===== src/rtl/imc_mac_scheduler.sv =====
// Wishbone-programmed sequencer for the SRAM in-memory-compute macro: loads weight
// rows, applies input vectors, waits a settle time and samples the sense amps per vector.
module imc_mac_scheduler #(
  parameter int ROWS = 16,
  localparam int AW = $clog2(ROWS)
) (
  input  logic          wb_clk_i,
  input  logic          wb_rst_i,
  input  logic          wbs_cyc_i,
  input  logic          wbs_stb_i,
  input  logic          wbs_we_i,
  input  logic [31:0]   wbs_adr_i,
  input  logic [31:0]   wbs_dat_i,
  output logic [31:0]   wbs_dat_o,
  output logic          wbs_ack_o,
  input  logic          wb_empty,
  input  logic          ib_empty,
  input  logic          sa_full,
  output logic          wb_pop,
  output logic          ib_pop,
  output logic          sa_sample,
  output logic          sram_we,
  output logic [AW-1:0] wl_addr,
  output logic          en_vclp,
  output logic          mac_starting,
  output logic [2:0]    ctrl_state,
  output logic          irq
);

  typedef enum logic [2:0] {
    S_IDLE   = 3'd0,
    S_LOAD   = 3'd1,
    S_APPLY  = 3'd2,
    S_SETTLE = 3'd3,
    S_SAMPLE = 3'd4,
    S_DONE   = 3'd5
  } state_t;

  state_t        state_q;
  logic [AW-1:0] row_q;
  logic [7:0]    vec_q;
  logic [3:0]    settle_q;
  logic [5:0]    rows_lim_q;
  logic [3:0]    settle_lim_q;
  logic [7:0]    vecs_lim_q;
  logic [15:0]   mac_q;
  logic [4:0]    cfg_rows_q;
  logic [3:0]    cfg_settle_q;
  logic [7:0]    cfg_vecs_q;
  logic          done_q, ign_q, abt_q;
  logic          ack_q;
  logic [31:0]   dat_q;

  logic        wb_acc, wr_acc;
  logic [1:0]  reg_sel;
  logic        ctrl_wr, cfg_wr, stat_wr;
  logic        start_req, abort_req;
  logic [5:0]  rows_use;
  logic [3:0]  settle_use;
  logic [7:0]  vecs_use;
  logic        last_row;
  logic [7:0]  next_vec;
  logic        more_vecs;
  logic [31:0] rdata_d;
  logic        unused_bits;

  assign wb_acc    = wbs_cyc_i & wbs_stb_i & ~ack_q;
  assign wr_acc    = wb_acc & wbs_we_i;
  assign reg_sel   = wbs_adr_i[3:2];
  assign ctrl_wr   = wr_acc && (reg_sel == 2'd0);
  assign cfg_wr    = wr_acc && (reg_sel == 2'd1);
  assign stat_wr   = wr_acc && (reg_sel == 2'd2);
  assign start_req = ctrl_wr & wbs_dat_i[0];
  assign abort_req = ctrl_wr & wbs_dat_i[3];

  assign unused_bits = ^{wbs_adr_i[31:4], wbs_adr_i[1:0], wbs_dat_i[31:24],
                         wbs_dat_i[15:12], wbs_dat_i[7:5]};

  // Zero/out-of-range config fields fall back to safe values when a run starts.
  assign rows_use   = (cfg_rows_q == 5'd0 || {1'b0, cfg_rows_q} > 6'(ROWS)) ?
                      6'(ROWS) : {1'b0, cfg_rows_q};
  assign settle_use = (cfg_settle_q == 4'd0) ? 4'd1 : cfg_settle_q;
  assign vecs_use   = (cfg_vecs_q == 8'd0) ? 8'd1 : cfg_vecs_q;

  assign last_row  = (6'(row_q) == rows_lim_q - 6'd1);
  assign next_vec  = vec_q + 8'd1;
  assign more_vecs = (next_vec < vecs_lim_q);

  // Strobes follow the buffer flags in the same cycle; an abort write suppresses them.
  assign wb_pop       = (state_q == S_LOAD)   & ~wb_empty & ~abort_req;
  assign sram_we      = wb_pop;
  assign wl_addr      = row_q;
  assign ib_pop       = (state_q == S_APPLY)  & ~ib_empty & ~abort_req;
  assign mac_starting = ib_pop;
  assign sa_sample    = (state_q == S_SAMPLE) & ~sa_full  & ~abort_req;
  assign irq          = (state_q == S_DONE)   & ~abort_req;
  assign en_vclp      = (state_q == S_APPLY) || (state_q == S_SETTLE) ||
                        (state_q == S_SAMPLE);
  assign ctrl_state   = state_q;
  assign wbs_ack_o    = ack_q;
  assign wbs_dat_o    = dat_q;

  always_comb begin
    rdata_d = '0;
    case (reg_sel)
      2'd1:    rdata_d = {8'h0, cfg_vecs_q, 4'h0, cfg_settle_q, 3'h0, cfg_rows_q};
      2'd2:    rdata_d = {28'h0, abt_q, ign_q, done_q, state_q != S_IDLE};
      2'd3:    rdata_d = {16'h0, mac_q};
      default: rdata_d = '0;
    endcase
  end

  always_ff @(posedge wb_clk_i) begin
    if (wb_rst_i) begin
      state_q      <= S_IDLE;
      row_q        <= '0;
      vec_q        <= '0;
      settle_q     <= '0;
      rows_lim_q   <= '0;
      settle_lim_q <= '0;
      vecs_lim_q   <= '0;
      mac_q        <= '0;
      cfg_rows_q   <= '0;
      cfg_settle_q <= '0;
      cfg_vecs_q   <= '0;
      done_q       <= 1'b0;
      ign_q        <= 1'b0;
      abt_q        <= 1'b0;
      ack_q        <= 1'b0;
      dat_q        <= '0;
    end else begin
      ack_q <= wb_acc;
      dat_q <= (wb_acc && !wbs_we_i) ? rdata_d : '0;
      if (cfg_wr) begin
        cfg_rows_q   <= wbs_dat_i[4:0];
        cfg_settle_q <= wbs_dat_i[11:8];
        cfg_vecs_q   <= wbs_dat_i[23:16];
      end
      // W1C first so a same-edge set from the FSM below takes precedence.
      if (stat_wr) begin
        if (wbs_dat_i[1]) done_q <= 1'b0;
        if (wbs_dat_i[2]) ign_q  <= 1'b0;
        if (wbs_dat_i[3]) abt_q  <= 1'b0;
      end
      if (state_q == S_IDLE) begin
        if (abort_req) begin
          if (start_req) abt_q <= 1'b1;
        end else if (start_req) begin
          state_q      <= wbs_dat_i[1] ? S_APPLY : S_LOAD;
          row_q        <= '0;
          vec_q        <= '0;
          mac_q        <= '0;
          done_q       <= 1'b0;
          rows_lim_q   <= rows_use;
          settle_lim_q <= settle_use;
          vecs_lim_q   <= vecs_use;
        end
      end else if (abort_req) begin
        state_q  <= S_IDLE;
        abt_q    <= 1'b1;
        row_q    <= '0;
        settle_q <= '0;
      end else begin
        if (start_req) ign_q <= 1'b1;
        case (state_q)
          S_LOAD: begin
            if (wb_pop) begin
              if (last_row) begin
                row_q   <= '0;
                state_q <= S_APPLY;
              end else begin
                row_q <= row_q + AW'(1);
              end
            end
          end
          S_APPLY: begin
            if (ib_pop) begin
              settle_q <= settle_lim_q;
              state_q  <= S_SETTLE;
            end
          end
          S_SETTLE: begin
            if (settle_q <= 4'd1) state_q <= S_SAMPLE;
            else                  settle_q <= settle_q - 4'd1;
          end
          S_SAMPLE: begin
            if (sa_sample) begin
              mac_q <= mac_q + 16'd1;
              vec_q <= next_vec;
              if (more_vecs) begin
                state_q <= S_APPLY;
              end else begin
                state_q <= S_DONE;
                done_q  <= 1'b1;
              end
            end
          end
          S_DONE:  state_q <= S_IDLE;
          default: state_q <= S_IDLE;
        endcase
      end
    end
  end

endmodule


===== config.mk =====
export PLATFORM = sky130hd
export DESIGN_NAME = imc_mac_scheduler
export DESIGN_NICKNAME = d
export VERILOG_FILES = /design/src/rtl/imc_mac_scheduler.sv
export SDC_FILE = /design/constraint.sdc
export NUM_CORES = 1
export LEC_CHECK = 0
export ABC_AREA = 0
export BUFFER_PORTS_ARGS = -buffer_cell sky130_fd_sc_hd__buf_2
export CORE_MARGIN = 4
export CORE_UTILIZATION = 40
export DETAILED_ROUTE_END_ITERATION = 16
export GPL_ROUTABILITY_DRIVEN = 0
export PLACE_DENSITY = 0.6
export SYNTH_ARGS = -nofsm -noshare
export SYNTH_HDL_FRONTEND = slang
export SYNTH_SLANG_ARGS = --single-unit

===== constraint.sdc =====
create_clock -name wb_clk_i -period 7.5 [get_ports wb_clk_i]
set_input_delay 2.25 -clock wb_clk_i [delete_from_list [all_inputs] [get_ports wb_clk_i]]
set_output_delay 2.25 -clock wb_clk_i [all_outputs]
set_load 0.01 [all_outputs]

Yosys cells after proc, flatten, opt, wreduce, memory -nomap -nowiden
Cells that the tools add are included.
{"block": "word_totals", "reg_bits": 106}
{"block": "classes", "n_addsub": 5, "order_cmp": 3, "n_eq_ne": 18, "mux": 59, "bitwise_logic": 19, "n_reduce_logical": 25}
{"op": "$mux W16", "n": 6}
{"op": "$pmux W24 S3", "n": 1}
{"op": "$mux W8", "n": 7}
{"op": "$mux W4", "n": 11}
{"op": "$mux W3", "n": 10}
{"op": "$mux W1", "n": 20}
{"op": "$add A16 B1 Y16 const B", "n": 1}
{"op": "$ne A4 B3 Y1 const B", "n": 4}
{"op": "$and A1 B1 Y1", "n": 12}
{"op": "$pmux W3 S4", "n": 1}
{"op": "$reduce_and A4 Y1", "n": 3}
{"op": "$reduce_bool A3 Y1", "n": 4}
{"op": "$add A8 B1 Y8 const B", "n": 1}
{"op": "$logic_not A8 Y1", "n": 1}
{"op": "$lt A8 B8 Y1", "n": 1}
{"op": "$pmux W4 S2", "n": 1}
{"op": "$not A1 Y1", "n": 7}
{"op": "$reduce_and A7 Y1", "n": 1}
{"op": "$eq A3 B2 Y1 const B", "n": 2}
{"op": "$eq A3 B3 Y1 const B", "n": 2}
{"op": "$eq A4 B6 Y1", "n": 1}
{"op": "$ne A3 B3 Y1 const B", "n": 2}
{"op": "$sub A6 B1 Y6 const B", "n": 1}
{"op": "$gt A5 B5 Y1 const B", "n": 1}
{"op": "other kinds (20)", "n": 28}

Logic depth before layout (Yosys ltp)
{"block": "depth", "ltp_word": 11, "mapped_depth": 11, "mapped_depth_nobuf": 10}

Worst setup path after synthesis
Ideal clock, no wire load.
{"block": "synth_path", "path_kind": "input-to-output", "start": "in wbs_adr_i[2]", "end": "out sa_sample", "arrival_time_ns": 3.457, "required_time_ns": 5.250, "setup_slack_ns": 1.793, "path_stages": 7, "path_cell_list": "buf_6 or3b_4 or2_1 buf_6 nand3_4 inv_4 clkbuf_1"}
{"block": "synth_between", "elab_chain_len": 5}
{"item": "from (decl)", "line_no": "12", "source": "input logic [31:0] wbs_adr_i,"}
{"item": "$logic_not A2 Y1", "line_no": "70", "source": "assign ctrl_wr = wr_acc && (reg_sel == 2'd0);"}
{"item": "$logic_and A1 B1 Y1", "line_no": "70"}
{"item": "$and A1 B1 Y1", "line_no": "74", "source": "assign abort_req = ctrl_wr & wbs_dat_i[3];"}
{"item": "$not A1 Y1 (no source line)"}
{"item": "$and A1 B1 Y1", "line_no": "95", "source": "assign sa_sample = (state_q == S_SAMPLE) & ~sa_full & ~abort_req;"}
{"item": "to (decl)", "line_no": "21", "source": "output logic sa_sample,"}
Every way passes these cells.

Worst setup path in the final report
{"block": "layout_path", "start": "in wbs_adr_i[3]", "end": "out sa_sample"}
Same word-level chain as after synthesis.

==> reports/qor.txt <==
status - finished, final reports clean
Slew headroom - 49.26%
XOR/XNOR share of the synthesized area - 5.231%
share of the synthesized area in the top cell type - 42.96%
Detailed Route Iter0 Violations - 107
Power per Cell Area - 216.3 mW/mm2
WP data required - 5.25 ns
worst-path maximum fanout - 20
Die X-Extent - 114.3 um
number of synthesized flops with an enable pin - 0
VDD IR max - 118.9 uV
crit path DAT - 3.80 ns
CTS tree - built
Distinct cells, synth - 60
count leader, synth - dfxtp_1
proportion of layout cells with a drive suffix above 1 - 15.45%
die area - 0.01307 mm2
Reg2Reg Depth - 10
synth warn - 0
DR WL/cell - 14.60 um
worst skew pair latency - 0.34 ns
Synth top cells by count - dfxtp_1, nand2_1, nor2_1
critical path class - in2out
nets@finish - 683
post-CTS resize count - 0
# DRC - 0
hold path cells - 2
adder-cell area share of the yosys netlist - 3.875%
vias in the first global route - 3794
Simple-Gate Fraction of Synth Area - 25.93%
Synth area leader - dfxtp_1
Die Ht - 114.3 um
TNS Setup - 0 ns
total power - 0.001117 W
post-CTS setup buffers - 0
post-synthesis compound-gate area fraction - 13.95%
grt total ovfl - 0
core area - 0.01094 mm2
IO buf count - 65
HPWL after DPL - 7882 um
RSZ-0062 raised after global routing - false
Initial DRT Pass Iterations - 4
sequential share of the synthesized area - 42.96%
Ports - 119
Main synth FF type - dfxtp_1
hold buffer count at CTS - 0
CTS sink count - 97
row count - 38
Final Setup Violations - 0
syn_area_per_cell - 8.310 um2
first-pass GRT wire length - 18350 um
largest net degree at the start of global routing - 60
r2r setup slk - 4.64 ns
Post-synth ARST share - 0%
combinational family with the most area after synthesis - simple AND/OR/NAND/NOR gates
Synth-to-Final Area Change - 14.20%
Period minus WS final - 6.047 ns
cell count after synthesis - 544
cell area after synthesis - 0.004521 mm2
Worst setup EP type - output pin
initial antenna violation count - 0
Worst Tran Pin Value - 0.7612 ns
max-cap violations - 0
diode count - 0
Crit Reg-Reg Endpoint - ctrl_state[1]$_SDFFE_PP0P_
CTS max path bufs - 2
Total GRT Usage - 17.24%
clk_skew - 0.003762 ns
#FFs+latches synth - 97
multiplexer share of the synthesized area - 2.214%
Root Driver - clkbuf_16
vias per cell - 5.295
Critical Path Source Type - input pin
Clock transition at path regs - 0.07 ns
Starting Density - 41.34%
Hold Path Origin - vecs_lim_q[3]$_SDFFE_PP0P_
synth top area cells - dfxtp_1, nand2_1, a21oi_1
Hold WC Path Type - reg2reg
cts bufs inserted - 9
Leak Pwr - 2.082 nW
final max-slew violation count - 0
Hold Path Sink - vecs_lim_q[3]$_SDFFE_PP0P_
Max H-tree Level - 3
post-route clock period utilization - 80.63%
fmax - 165.4 MHz
Worst R2R Start - vec_q[2]$_SDFFE_PP0P_
Final ANT Viol Nets - 0
total vias in the final route - 3929
WL final - 10840 um
Hold Violations, Final - 0
[power breakdown]
group	total, W	switching (W)	internal, W
clock	0.000437	0.000200	0.000237
sequential	0.000541	0.0000172	0.000524
combinational	0.000139	0.0000895	0.0000499
[sequential cells by signal, indices dropped and copies added (netlist names), 5 cells and up]
name        cells
wbs_dat_o      24
mac_q          16
cfg_vecs_q      8
vec_q           8
vecs_lim_q      8
cfg_rows_q      5
rows_lim_q      5
[cell type report]
class                      count  area, um2
inverter                      20      77.57
multi-input combinational    402       2345
clock buffer                  11      242.7
sequential                    97       1942
timing repair buffer          67      340.3
clock inverter                 5      40.04
fill                        1122       5773
tap                          140      175.2
[worst max-delay path by stage]
stage                       startpoint   endpoint  slack, ns  cells past startpoint
after floorplan           wbs_adr_i[2]  sa_sample       1.79                      7
after global placement    wbs_adr_i[3]  sa_sample       1.47                      6
after detailed placement  wbs_adr_i[3]  sa_sample       1.45                      6
after CTS                 wbs_adr_i[3]  sa_sample       1.45                      6
after global routing      wbs_adr_i[3]  sa_sample       1.36                      6
final                     wbs_adr_i[3]  sa_sample       1.45                      6
[through the flow]
step                      hold slack (ns)  std cells  cell area [um2]  util [%]  worst slack, ns
after floorplan                    0.4357        551             4547         -            1.793
after global placement             0.4475        726             4880     44.62            1.466
after detailed placement           0.4510        726             4880     44.62            1.455
after CTS                          0.4604        742             5162     47.21            1.451
after global routing               0.4764        742             5162     47.21            1.357
final                              0.4592        742             5162     47.21            1.453
[cell families after synthesis]
kind of cell / count (synthesis)
simple gates: 242
compound gates: 101
flops: 97
buf+inv: 52
xor+xnor: 27
fa+ha+maj: 14
mux: 10
other cells: 1
[worst max-delay path, cell delays in order]
cell and delay (ns):
buf_2 0.24, or3b_4 0.46, or2_1 0.35, nand3_4 0.21, inv_4 0.11, buf_2 0.15
[per-layer routing]
metal  vias up  part of all wire, %  track usage (%)
li1       1971                    -                -
met1      1872                   46            21.86
met3        14                  4.0            2.484
met5         -                    0                0
met2        72                   48            29.39
met4         0                  1.5            7.047
[cell usage in the layout (no fill, tap or decap), drive strengths merged, types with 3 or more instances in the layout]
cell type   n
dfxtp      97
nand2      81
buf        67
nor2       61
a21oi      51
inv        21
nand3      21
nor3       17
and3       14
xor2       14
ha         14
xnor2      13
o21ai      13
and2       11
clkbuf     11
mux2i      10
conb        8
nand4       6
a211oi      6
and4        4
clkinv      4
or2         4
or4         3
nor3b       3
nor2b       3
o21a        3
a22oi       3
a2bb2oi     3
nand3b      3
a311oi      3
Power figures use the tool's default switching activity.
